`config.mk`:
```
export PLATFORM = sky130hd
export DESIGN_NAME = io_module
export DESIGN_NICKNAME = d
export VERILOG_FILES = /design/src/rtl/io_pkg.sv /design/src/rtl/spi_shifter.sv /design/src/rtl/io_module.sv
export SDC_FILE = /design/constraint.sdc
export NUM_CORES = 1
export LEC_CHECK = 0
export ABC_AREA = 1
export CAP_MARGIN = 40
export CELL_PAD_IN_SITES_DETAIL_PLACEMENT = 1
export CELL_PAD_IN_SITES_GLOBAL_PLACEMENT = 1
export CORE_ASPECT_RATIO = 0.6
export CORE_MARGIN = 8
export CORE_UTILIZATION = 45
export CTS_CLUSTER_DIAMETER = 30
export DETAILED_ROUTE_END_ITERATION = 12
export PLACE_DENSITY_LB_ADDON = 0.1
export SLEW_MARGIN = 15
export SYNTH_ARGS = -nofsm -noshare
export SYNTH_HDL_FRONTEND = slang
export SYNTH_HIERARCHICAL = 1
export SYNTH_SLANG_ARGS = --single-unit
```
`constraint.sdc`:
```
create_clock -name sysClk -period 3.7 [get_ports sysClk]
set_input_delay 0.37 -clock sysClk [delete_from_list [all_inputs] [get_ports sysClk]]
set_output_delay 0.37 -clock sysClk [all_outputs]
set_load 0.05 [all_outputs]
```
`src/rtl/io_pkg.sv`:
```
`default_nettype none
// +----------------------------------------------------------------------+
// | io_pkg : shared widths and state encoding for the SPI-master I/O block |
// | Rev 1.0                                                              |
// +----------------------------------------------------------------------+
package io_pkg;

  localparam int c_DATA_WIDTH = 8;
  localparam int c_ADDR_WIDTH = 4;
  localparam int c_CLK_DIV    = 4;

  typedef enum logic [2:0] {
    ST_IDLE = 3'd0,
    ST_LOAD = 3'd1,
    ST_LOW  = 3'd2,
    ST_HIGH = 3'd3,
    ST_DONE = 3'd4
  } io_state_t;

endpackage
`default_nettype wire

```
`src/rtl/spi_shifter.sv`:
```
`default_nettype none
// +----------------------------------------------------------------------+
// | spi_shifter : half-period divider, bit counter and TX/RX shift regs    |
// | Rev 1.0                                                              |
// +----------------------------------------------------------------------+
module spi_shifter
  import io_pkg::*;
#(
  parameter int DATA_WIDTH = c_DATA_WIDTH,
  parameter int CLK_DIV    = c_CLK_DIV
) (
  input  logic                  clk,
  input  logic                  rst,
  input  logic                  i_load,
  input  logic [DATA_WIDTH-1:0] i_load_byte,
  input  logic                  i_run,
  input  logic                  i_sample,
  input  logic                  i_shift,
  input  logic                  i_miso,
  output logic                  o_div_done,
  output logic                  o_last_bit,
  output logic                  o_mosi_bit,
  output logic [DATA_WIDTH-1:0] o_rx_byte
);

  localparam int c_DIV_W = (CLK_DIV > 1) ? $clog2(CLK_DIV) : 1;
  localparam int c_BIT_W = $clog2(DATA_WIDTH);
  localparam logic [c_DIV_W-1:0] c_DIV_LAST = c_DIV_W'(CLK_DIV - 1);
  localparam logic [c_BIT_W-1:0] c_BIT_LAST = c_BIT_W'(DATA_WIDTH - 1);

  logic [c_DIV_W-1:0]    r_div_cnt;
  logic [c_BIT_W-1:0]    r_bit_cnt;
  logic [DATA_WIDTH-1:0] r_tx_sr;
  logic [DATA_WIDTH-1:0] r_rx_sr;

  assign o_div_done = (r_div_cnt == c_DIV_LAST);
  assign o_last_bit = (r_bit_cnt == c_BIT_LAST);
  assign o_mosi_bit = r_tx_sr[DATA_WIDTH-1];
  assign o_rx_byte  = r_rx_sr;

  always_ff @(posedge clk) begin
    if (rst) begin
      r_div_cnt <= '0;
      r_bit_cnt <= '0;
      r_tx_sr   <= '0;
      r_rx_sr   <= '0;
    end else begin
      // Divider restarts at every phase boundary so each half-period is exact
      if (!i_run || o_div_done) r_div_cnt <= '0;
      else                      r_div_cnt <= r_div_cnt + 1'b1;

      // A byte load wins over the shift on the last falling edge of a byte
      if (i_load) begin
        r_tx_sr   <= i_load_byte;
        r_bit_cnt <= '0;
      end else if (i_shift) begin
        r_tx_sr   <= {r_tx_sr[DATA_WIDTH-2:0], 1'b0};
        r_bit_cnt <= r_bit_cnt + 1'b1;
      end

      if (i_sample) r_rx_sr <= {r_rx_sr[DATA_WIDTH-2:0], i_miso};
    end
  end

endmodule
`default_nettype wire

```
`src/rtl/io_module.sv`:
```
`default_nettype none
// +----------------------------------------------------------------------+
// | io_module : SPI master with TX/RX byte buffers and CS-framed bursts    |
// | Rev 1.0                                                              |
// +----------------------------------------------------------------------+
module io_module
  import io_pkg::*;
#(
  parameter int DATA_WIDTH = c_DATA_WIDTH,
  parameter int ADDR_WIDTH = c_ADDR_WIDTH,
  parameter int CLK_DIV    = c_CLK_DIV
) (
  input  logic                  sysClk,
  input  logic                  reset,
  input  logic                  send,
  output logic                  io_complete,
  input  logic [ADDR_WIDTH-1:0] tx_addr,
  input  logic [DATA_WIDTH-1:0] tx_byte,
  input  logic                  tx_wr,
  input  logic [ADDR_WIDTH-1:0] rx_addr,
  output logic [DATA_WIDTH-1:0] rx_byte,
  input  logic                  rx_rd,
  output logic                  spiClk,
  output logic                  mosi,
  input  logic                  miso,
  output logic                  cs
);

  localparam int c_DEPTH = 2 ** ADDR_WIDTH;
  localparam int c_CNT_W = ADDR_WIDTH + 1;
  localparam logic [c_CNT_W-1:0] c_CNT_MAX = c_CNT_W'(c_DEPTH);

  logic [DATA_WIDTH-1:0] r_tx_buf [c_DEPTH];
  logic [DATA_WIDTH-1:0] r_rx_buf [c_DEPTH];

  io_state_t             r_state, w_next_state;
  logic                  r_send_q, r_send_prev;
  logic [c_CNT_W-1:0]    r_tx_count, r_byte_idx, w_next_idx;
  logic                  r_io_complete;
  logic [DATA_WIDTH-1:0] r_rx_byte;

  logic                  w_start, w_active, w_run, w_more;
  logic                  w_bit_end, w_byte_end, w_load, w_tx_we;
  logic [ADDR_WIDTH-1:0] w_load_idx;
  logic [DATA_WIDTH-1:0] w_load_byte;
  logic                  w_div_done, w_last_bit, w_mosi_bit;
  logic [DATA_WIDTH-1:0] w_rx_shift;

  assign w_start    = (r_state == ST_IDLE) && r_send_prev && !r_send_q;
  assign w_next_idx = r_byte_idx + 1'b1;
  assign w_more     = (w_next_idx < r_tx_count);
  assign w_bit_end  = (r_state == ST_HIGH) && w_div_done;
  assign w_byte_end = w_bit_end && w_last_bit;
  assign w_load     = (w_start && (r_tx_count != '0)) || (w_byte_end && w_more);
  assign w_load_idx = w_start ? '0 : w_next_idx[ADDR_WIDTH-1:0];
  assign w_load_byte = r_tx_buf[w_load_idx];
  // A write coinciding with the start edge would change N mid-burst
  assign w_tx_we    = (r_state == ST_IDLE) && !tx_wr && !w_start;

  assign w_run    = (r_state == ST_LOW) || (r_state == ST_HIGH);
  assign w_active = w_run || (r_state == ST_LOAD);

  assign cs          = !w_active;
  assign spiClk      = (r_state == ST_HIGH);
  assign mosi        = w_active && w_mosi_bit;
  assign io_complete = r_io_complete;
  assign rx_byte     = r_rx_byte;

  spi_shifter #(
    .DATA_WIDTH (DATA_WIDTH),
    .CLK_DIV    (CLK_DIV)
  ) u_shifter (
    .clk         (sysClk),
    .rst         (reset),
    .i_load      (w_load),
    .i_load_byte (w_load_byte),
    .i_run       (w_run),
    .i_sample    ((r_state == ST_LOW) && w_div_done),
    .i_shift     (w_bit_end && !w_last_bit),
    .i_miso      (miso),
    .o_div_done  (w_div_done),
    .o_last_bit  (w_last_bit),
    .o_mosi_bit  (w_mosi_bit),
    .o_rx_byte   (w_rx_shift)
  );

  always_ff @(posedge sysClk) begin
    if (reset) r_state <= ST_IDLE;
    else       r_state <= w_next_state;
  end

  always_comb begin
    w_next_state = r_state;
    case (r_state)
      ST_IDLE: if (w_start) w_next_state = (r_tx_count == '0) ? ST_DONE : ST_LOAD;
      ST_LOAD: w_next_state = ST_LOW;
      ST_LOW:  if (w_div_done) w_next_state = ST_HIGH;
      ST_HIGH: if (w_bit_end) w_next_state = (w_last_bit && !w_more) ? ST_DONE : ST_LOW;
      ST_DONE: w_next_state = ST_IDLE;
      default: w_next_state = ST_IDLE;
    endcase
  end

  always_ff @(posedge sysClk) begin
    if (reset) begin
      r_send_q      <= 1'b1;
      r_send_prev   <= 1'b1;
      r_tx_count    <= '0;
      r_byte_idx    <= '0;
      r_io_complete <= 1'b0;
      r_rx_byte     <= '0;
    end else begin
      r_send_q    <= send;
      r_send_prev <= r_send_q;

      if (w_next_state == ST_DONE) r_io_complete <= 1'b1;
      else if (w_start)            r_io_complete <= 1'b0;

      if (w_start)                    r_byte_idx <= '0;
      else if (w_byte_end && w_more)  r_byte_idx <= w_next_idx;

      if (r_state == ST_DONE)                        r_tx_count <= '0;
      else if (w_tx_we && (r_tx_count != c_CNT_MAX)) r_tx_count <= r_tx_count + 1'b1;

      if (!rx_rd) r_rx_byte <= r_rx_buf[rx_addr];
    end
  end

  // Buffer contents survive reset; an aborted byte is never stored
  always_ff @(posedge sysClk) begin
    if (!reset) begin
      if (w_tx_we)    r_tx_buf[tx_addr] <= tx_byte;
      if (w_byte_end) r_rx_buf[r_byte_idx[ADDR_WIDTH-1:0]] <= w_rx_shift;
    end
  end

endmodule
`default_nettype wire

```
* Yosys cells after proc, flatten, opt, wreduce, memory -nomap -nowiden
Memories as Yosys holds them, arrays and structs flattened. A register that Yosys moved wholly into a read port is not among the register bits. Index checks and enable logic that the tools add are counted.
Storage, ports and cells: bits in registers 37, bits in writable memories 256, input bits 22, output and inout port bits 12, word-level logic and storage cells 76, memories 2
Memory list:
- r_rx_buf | words 16, width 8, rd ports 1, clocked after memory_dff 1, write ports 1, line io_module.sv:34 | logic [DATA_WIDTH-1:0] r_rx_buf [c_DEPTH];
- r_tx_buf | words 16, width 8, rd ports 1, clocked after memory_dff 0, write ports 1, line io_module.sv:33 | logic [DATA_WIDTH-1:0] r_tx_buf [c_DEPTH];
Operators by class: $add $sub $neg 4, magnitude comparators 1, eq/ne operators 8, mux-type cells 17, reductions and logical operators 34
Operators with widths (count):
- 8-bit two-way mux | 2
- 3-bit two-way mux | 5
- 1-bit logical AND | 13
- 3-bit one-hot mux with 4 select lines | 1
- 5-bit by 1-bit adder with 5-bit output, second input constant | 2
- 3-bit == test, second input constant | 3
- 1-bit logical NOT | 8
- 1-bit two-way mux | 8
- 2-bit OR reduction | 4
- 3-bit by 2-bit == test with 1-bit output, second input constant | 2
- 5-bit logical NOT | 1
- 5-bit < comparator | 1
- 5-bit inequality test, second input constant | 1
- 5-bit nonzero test | 1
- 1-bit logical OR | 4
- 4-bit two-way mux | 1
- 2-bit nonzero test | 2
- 3-bit by 1-bit adder with 3-bit output, second input constant | 1
- 3-bit by 1-bit == test with 1-bit output, second input constant | 1
- 3-bit logical NOT | 1
- 2-bit by 1-bit adder with 2-bit output, second input constant | 1
- 2-bit == test, second input constant | 1

* Logic depth before layout (Yosys ltp)
Gate-level depths: netlist of run 1.
word-level depth 9, gate-level depth with buffers 19, gate-level depth less buffers 16

* Cells and area by module
The synthesis of run 1 kept the hierarchy.
Modules (own cells, without submodules):
- io_module | instances 1, cells each 1096, area an instance 12052.8 um^2, sequential area each 8167.8 um^2
- spi_shifter | instances 1, cells each 115, area an instance 870.8 um^2, sequential area each 420.4 um^2

* Worst setup path before layout of run 1
No wires, ideal clock.
kind register to register, from register r_byte_idx[0], to register u_shifter.r_tx_sr[1], library setup time 0.109 ns, arrival 2.368 ns, required time 3.591 ns, setup slack 1.223 ns, cell stages (with the launch flop) 20, path buffers 4, clock period less this slack 2.477 ns, path through dfxtp_1 buf_2 inv_2 buf_4 buf_2 ha_1 ha_1 nand2_1 inv_1 o21ai_0 nand2_1 nor2_1 nand2_1 nand2_1 clkbuf_8 inv_2 nand3_1 nand3_1 nand2_1 inv_1
Between the ends: word-level cells in the longest chain between the ends 5, elaborated cells on any way between the ends 8, classes of those cells add/sub: 1; order compare: 1; mux: 2; reduce/logical: 3; memory: 1
Ends and longest elaborated chain:
- start: declaration | line io_module.sv:38 | logic [c_CNT_W-1:0] r_tx_count, r_byte_idx, w_next_idx;
- start signal: assignment | line io_module.sv:120 | else if (w_byte_end && w_more) r_byte_idx <= w_next_idx;
- 5-bit by 1-bit adder with 5-bit output * | line io_module.sv:50 | assign w_next_idx = r_byte_idx + 1'b1;
- via w_next_idx[0] | line io_module.sv:38
- 5-bit < comparator * | line io_module.sv:51 | assign w_more = (w_next_idx < r_tx_count);
- 1-bit logical AND * | line io_module.sv:54 | assign w_load = (w_start && (r_tx_count != '0)) || (w_byte_end && w_more);
- 1-bit logical OR * | line io_module.sv:54
- via w_load | line io_module.sv:43 | logic w_bit_end, w_byte_end, w_load, w_tx_we;
- 8-bit two-way mux / 2-bit nonzero test (equally long branches)
- end signal: assignment | line spi_shifter.sv:54 | r_tx_sr <= i_load_byte;
- end signal: assignment | line spi_shifter.sv:57 | r_tx_sr <= {r_tx_sr[DATA_WIDTH-2:0], 1'b0};
- end: declaration | line spi_shifter.sv:33 | logic [DATA_WIDTH-1:0] r_tx_sr;
Mark *: on every way through the listed nets, which the timed path passes. The rest lies on a longest branch. A chain may end at the register's enable or synchronous reset.

* Final worst setup path of run 1
from register r_byte_idx[0], to register u_shifter.r_tx_sr[6]
The elaborated chain is that of the path after synthesis.

==> run metrics, run 1 <==
status finished, final reports clean; grt ovf 0; Period minus WS final 2.91 ns; Port Buffer Count 33; Synth top area share 59.5%; area leader, netlist edfxtp_1; final hold viol count 0; Yosys cell types 37; Synth warnings 6; Worst-Skew Late Latency 0.56 ns; Starting Density 45.3%; final non-filler cell total 1681; worst-path cell chain ha_1 -> xnor2_2 -> inv_1 -> ha_1 -> nand2_1 -> inv_1 -> o21ai_0 -> nand2_1 -> nor2_1 -> nand2_1 -> nand2_1 -> inv_2 -> nand3_1 -> nand3_1 -> nand2_1 -> inv_1; Max Cap Violations 0; Die Wd 235 um; crit path max fanout 10; Filler cells 3022; Hold Crit Start send; drt first pass iters 4; share of cells above drive strength 1 12.6%; Clock Sinks 301; worst vdd ir 342 uV; Arr. time, crit path 3.35 ns; design area 15400 um^2; Worst R2R Setup Slack 0.79 ns; crit path kind reg -> reg; Worst path slowest cell dfxtp_1; CTS Buffer Depth 3; Hold Path End r_send_q; iteration-0 DRC count of the detailed router 843; top area cells in the synthesized netlist edfxtp_1, nand3_1, nand2_1, dfxtp_1, inv_1; # hold bufs at CTS 0; Antenna Cells 0; R2R depth 16; Area growth syn-to-layout 19.3%; IO Count 34; setup TNS 0 ns; Avg Inst Size Synth 10.7 um^2; TritonCTS buffer count 49; Seq/Total Area, Yosys 66.5%; Peak Freq 0.344 GHz; die span in y 147 um; Rel. slew slack 40.5%; placed insts 1588; final net count 1301; Core Region 28500 um^2; vias post-DR 9279; DRC errors left 0; flops & latches, synth 301; skew final 0.0210 ns; setup repair bufs after CTS 0; most frequent cells in the layout nand2_1, edfxtp_1, nand3_1; RSZ-0062 raised after global routing no; final WL 38.0 mm; number of flops mapped to enable cells by yosys 256; worst slew pin tran 0.892 ns; cell area after synthesis 12900 um^2; CP delay by family, top simple AND/OR/NAND/NOR gates; Max Slew Vio Count 0; ys flop type edfxtp_1; Root Driver clkbuf_16; clock-pin slew on the worst setup and hold paths 0.05 ns; Final HPWL DP 25.2 mm; ANT nets after route 0; CP Data Required Time 4.14 ns; Leak Pwr 5.90 nW; async set-reset flop share out of synthesis 0%; post-cts resize count 0; power per cell area 568 nW/um^2; Final Power 8.76 mW; number of global-route vias before repair 9355; Startpoint Class flop; CTS tree yes; period utilization 78.6%; Vias/cell 5.52; WHS Path Cells 2; Min-Delay Path Class in -> reg; Most Frequent Cell on Critical Path nand2_1; Global Route Usage Sum 21.8%; reg-to-reg endpoint u_shifter/r_tx_sr[6]; Placed Area 13700 um^2; r2r startpoint r_byte_idx[0]; Mapped Cells 1211; row cnt 48; final setup violation count 0; Hold WS 0.415 ns; WP buf/inv 4; initial antenna violation count 1; slowest stage delay, CP 0.38 ns; gp weighted congestion 0.844; die area 34600 um^2; largest net degree at the start of global routing 76; syn_nets 1246; first-pass GRT wire length 57.8 mm; commonest non-fill, non-tap cell in the layout nand2_1; CP endpoint kind flop; WL per Instance 22.6 um; CTS HTree Levels 2
## where the power goes
group          internal [mW]  switching (mW)  leakage [nW]  total (mW)
clock network           2.92            1.72         0.814        4.63
registers               3.68          0.0145          2.48        3.69
logic                  0.125           0.303          2.61       0.428
## routing by layer
metal	vias to the layer above	GRT usage [%]	part of all wire, %
met5	-	0	0
met4	0	4.77	1.4
met2	301	29.6	40
met3	49	4.86	8.0
li1	4275	-	-
met1	4654	34.5	51
## flip-flops by register name, summed over array words and instances (netlist names)
| register | count |
|---|---|
| r_byte_idx | 5 |
| r_tx_count | 5 |
| r_rx_buf | 128 |
| u_shifter/o_rx_byte | 8 |
| r_tx_buf | 128 |
| u_shifter/r_tx_sr | 8 |
| r_send_q | 1 |
| io_complete | 1 |
| u_shifter/r_div_cnt | 2 |
| r_send_prev | 1 |
| r_state | 3 |
| u_shifter/r_bit_cnt | 3 |
| rx_byte | 8 |
## cell families (layout without fill, tap and decap cells)
kind of cell | after synthesis | count (layout) | share of synthesized area [%]
AND/OR/NAND/NOR | 650 | 650 | 22.6
flip-flops | 301 | 301 | 66.5
XOR/XNOR | 5 | 5 | 0.397
adder cells (fa/ha/maj) | 13 | 13 | 1.26
buffers and inverters | 174 | 269 | 5.94
AO/OA/AOI/OAI | 68 | 68 | 3.39
## worst reg2reg max path, stage by stage (launching register included)
cell and delay (ns):
dfxtp_1 0.38, ha_1 0.29, xnor2_2 0.29, inv_1 0.12, ha_1 0.31, nand2_1 0.07
inv_1 0.03, o21ai_0 0.13, nand2_1 0.07, nor2_1 0.15, nand2_1 0.18, nand2_1 0.34
inv_2 0.16, nand3_1 0.11, nand3_1 0.08, nand2_1 0.06, inv_1 0.04
## cells in the mapped netlist, types with 2 or more instances
library cell	count
dfxtp_1	45
buf_6	7
o2111ai_1	24
nor2_1	103
xor2_1	2
nand3b_1	17
edfxtp_1	256
nand2_1	266
nor4_1	2
nor3_1	7
nand4_1	3
o21ai_0	16
clkbuf_1	20
nor2_2	4
a21oi_1	17
o21ai_1	8
buf_4	4
buf_2	28
or2_2	26
inv_1	105
buf_1	2
nand3_1	216
ha_1	13
xnor2_1	2
inv_2	6
## worst max-delay path by stage
stage | start | to | slack [ns] | depth (start not counted)
global placement | reset | r_rx_buf[4][3] | 0.83 | 5
finish | r_byte_idx[0] | u_shifter/r_tx_sr[6] | 0.79 | 16
global route | r_byte_idx[0] | u_shifter/r_tx_sr[1] | 0.43 | 16
CTS | r_byte_idx[0] | u_shifter/r_tx_sr[6] | 0.80 | 16
floorplan | r_byte_idx[0] | u_shifter/r_tx_sr[1] | 1.22 | 19
detailed placement | reset | r_tx_buf[9][0] | 0.82 | 4
## cell type report
| type | instances | area (um^2) | share of cell area (%) |
|---|---|---|---|
| Clock buffer | 54 | 1250 | 8.14 |
| Clock inverter | 37 | 418 | 2.71 |
| Inverter | 112 | 423 | 2.74 |
| Multi-Input combinational cell | 736 | 3570 | 23.2 |
| Sequential cell | 301 | 8590 | 55.7 |
| Tap cell | 375 | 469 | 3.04 |
| Timing Repair Buffer | 66 | 686 | 4.45 |
## through the flow
step | worst slack [ns] | util, %
final | 0.791 | 54.0
after detailed placement | 0.820 | 48.1
after CTS | 0.800 | 53.9
after floorplan | 1.22 | -
after global placement | 0.835 | 47.5
after global routing | 0.432 | 54.0
No activity file was read; power rests on OpenSTA's default activity.
==> run 2: changes to the inputs <==
Clock period 3.7 ns to 2.9 ns, I/O delays scaled along.
==> run 2 against run 1 <==
Non-clock buffer count increased by 22; worst setup slack got worse by 0.60 ns; final cell count increased by 1.0%; critical path type unchanged.
==> run metrics, run 2 (synthesized netlist as in run 1, its figures left out) <==
skew final 0.0197 ns (-0.00132 ns); ANT nets after route 0 (unchanged); DRC errors left 0 (unchanged); worst slew pin tran 0.877 ns (-0.0143 ns); initial antenna violation count 0 (-1); IO Count 34 (unchanged); CP endpoint kind flop; iteration-0 DRC count of the detailed router 753 (-11%); Starting Density 45.3% (unchanged); clock-pin slew on the worst setup and hold paths 0.06 ns (about the same); crit path max fanout 8 (-2); final hold viol count 0 (unchanged); RSZ-0062 raised after global routing no; drt first pass iters 7 (+3); Worst-Skew Late Latency 0.55 ns (about the same); most frequent cells in the layout nand2_1, edfxtp_1, nand3_1; CP delay by family, top simple AND/OR/NAND/NOR gates; crit path kind reg -> reg; Core Region 28500 um^2 (unchanged); CP Data Required Time 3.37 ns (-0.77 ns); Most Frequent Cell on Critical Path nand2_1; Final HPWL DP 24.2 mm (-4.0%); Filler cells 3027 (+0.17%); Root Driver clkbuf_16; CTS HTree Levels 2 (unchanged); period utilization 93.6% (+15 points); commonest non-fill, non-tap cell in the layout nand2_1; Period minus WS final 2.71 ns (-0.195 ns); status finished, final reports clean; grt ovf 0 (unchanged); WL per Instance 21.8 um (-3.4%); die area 34600 um^2 (unchanged); met1 track demand over resource 32.4% (-2.2 points); Max Slew Vio Count 0 (unchanged); power per cell area 730 nW/um^2 (+28%); final WL 37.0 mm (-2.5%); Max Cap Violations 0 (unchanged); met3 Use GR 5.05% (+0.19 points); WP buf/inv 4 (unchanged); share of cells above drive strength 1 13.7% (+1.1 points); setup TNS 0 ns (unchanged); TritonCTS buffer count 47 (-4.1%); die span in y 147 um (unchanged); Arr. time, crit path 3.19 ns (-0.16 ns); row cnt 48 (unchanged); final net count 1321 (+1.5%); Vias/cell 5.42 (-1.9%); slowest stage delay, CP 0.37 ns (about the same); Hold WS 0.352 ns (-0.0631 ns); Peak Freq 0.369 GHz (+7.2%); first-pass GRT wire length 57.2 mm (-1.1%); worst-path cell chain ha_1 -> xnor2_2 -> inv_1 -> ha_1 -> nand2_1 -> inv_1 -> o21ai_0 -> nand2_1 -> nor2_2 -> nand2_2 -> nand2_2 -> buf_4 -> nand2_1 -> nand3_1 -> nand2_1 -> inv_1; final setup violation count 0 (unchanged); Area growth syn-to-layout 20.4%; Worst path slowest cell dfxtp_1; Startpoint Class flop; vias post-DR 9195 (-0.91%); Min-Delay Path Class in -> reg; Leak Pwr 6.02 nW (+1.9%); CTS tree yes; Global Route Usage Sum 21.3% (-0.55 points); gp weighted congestion 0.838 (-0.69%); Clock Sinks 301 (unchanged); met2 GRT Util 30.1% (+0.45 points); Die Wd 235 um (unchanged); number of global-route vias before repair 9511 (+1.7%); CTS Buffer Depth 3 (unchanged); setup repair bufs after CTS 0 (unchanged); GRT busiest layer met1; Rel. slew slack 41.3% (+0.85 points); Port Buffer Count 33 (unchanged); worst vdd ir 573 uV (+68%); largest net degree at the start of global routing 76 (unchanged)
## run 2: cell types whose count changed in the layout (fill, tap and decap cells not counted), sizes merged
cell / change
diode: +1
inv: -9
clkinv: -1
buf: +22
clkbuf: -1
bufinv: +5
## run 2: path summary, 6_finish.rpt
kind / startpoint / to / slack, ns / depth (start not counted)
max: r_byte_idx[0] / u_shifter/r_tx_sr[3] / 0.19 / 16
min: miso / u_shifter/o_rx_byte[0] / 0.35 / 3
max reg2reg: r_byte_idx[0] / u_shifter/r_tx_sr[3] / 0.19 / 16
min reg2reg: u_shifter/r_div_cnt[0] / u_shifter/r_div_cnt[0] / 0.42 / 1
## run 2: power breakdown
| part | switching (mW) | internal [mW] |
|---|---|---|
| clock network | 2.03 | 4.06 |
| registers | 0.0182 | 4.70 |
| logic | 0.390 | 0.161 |
## run 2: timing repair
item                                    4_1_cts  5_1_grt
hold buffers                                  0        0
endpoints found under the hold margin         0        0
gates resized for setup                       0        4
endpoints found under the setup margin        0        8
## run 2: cell type report
class	count	area, um^2	share of cell area, %
flip-flops and latches	301	8590	55.2
multi-input cells	736	3590	23.1
clock buffers	53	1240	7.98
repair buffers	88	778	5.00
well taps	375	469	3.02
clock inverters	32	465	2.99
inverters	112	423	2.72
diodes	1	2.50	0.0161
## run 2: per-stage QoR
step / util, % / worst slack [ns] / power (mW) / cell area, um^2 / cells
floorplan: - / 0.423 / 5.12 / 12900 / 1211
global placement: 48.4 / 0.360 / 5.33 / 13800 / 1610
detailed placement: 48.4 / 0.185 / 5.34 / 13800 / 1611
CTS: 54.4 / 0.104 / 11.4 / 15500 / 1696
global route: 54.5 / 0.0230 / 11.7 / 15600 / 1697
finish: 54.5 / 0.186 / 11.4 / 15600 / 1698
## run 2: routing by layer
layer  wire length [um]  vias to the layer above
met2              15200                      234
met3               2550                       52
met5                  0                        -
met4                572                        0
li1                   -                     4310
met1              18700                     4599
## run 2: tightest hold or removal path: cells and delay by family
kind	cells	cell delay, ns
buf+inv	1	0.40
simple gates	2	0.16
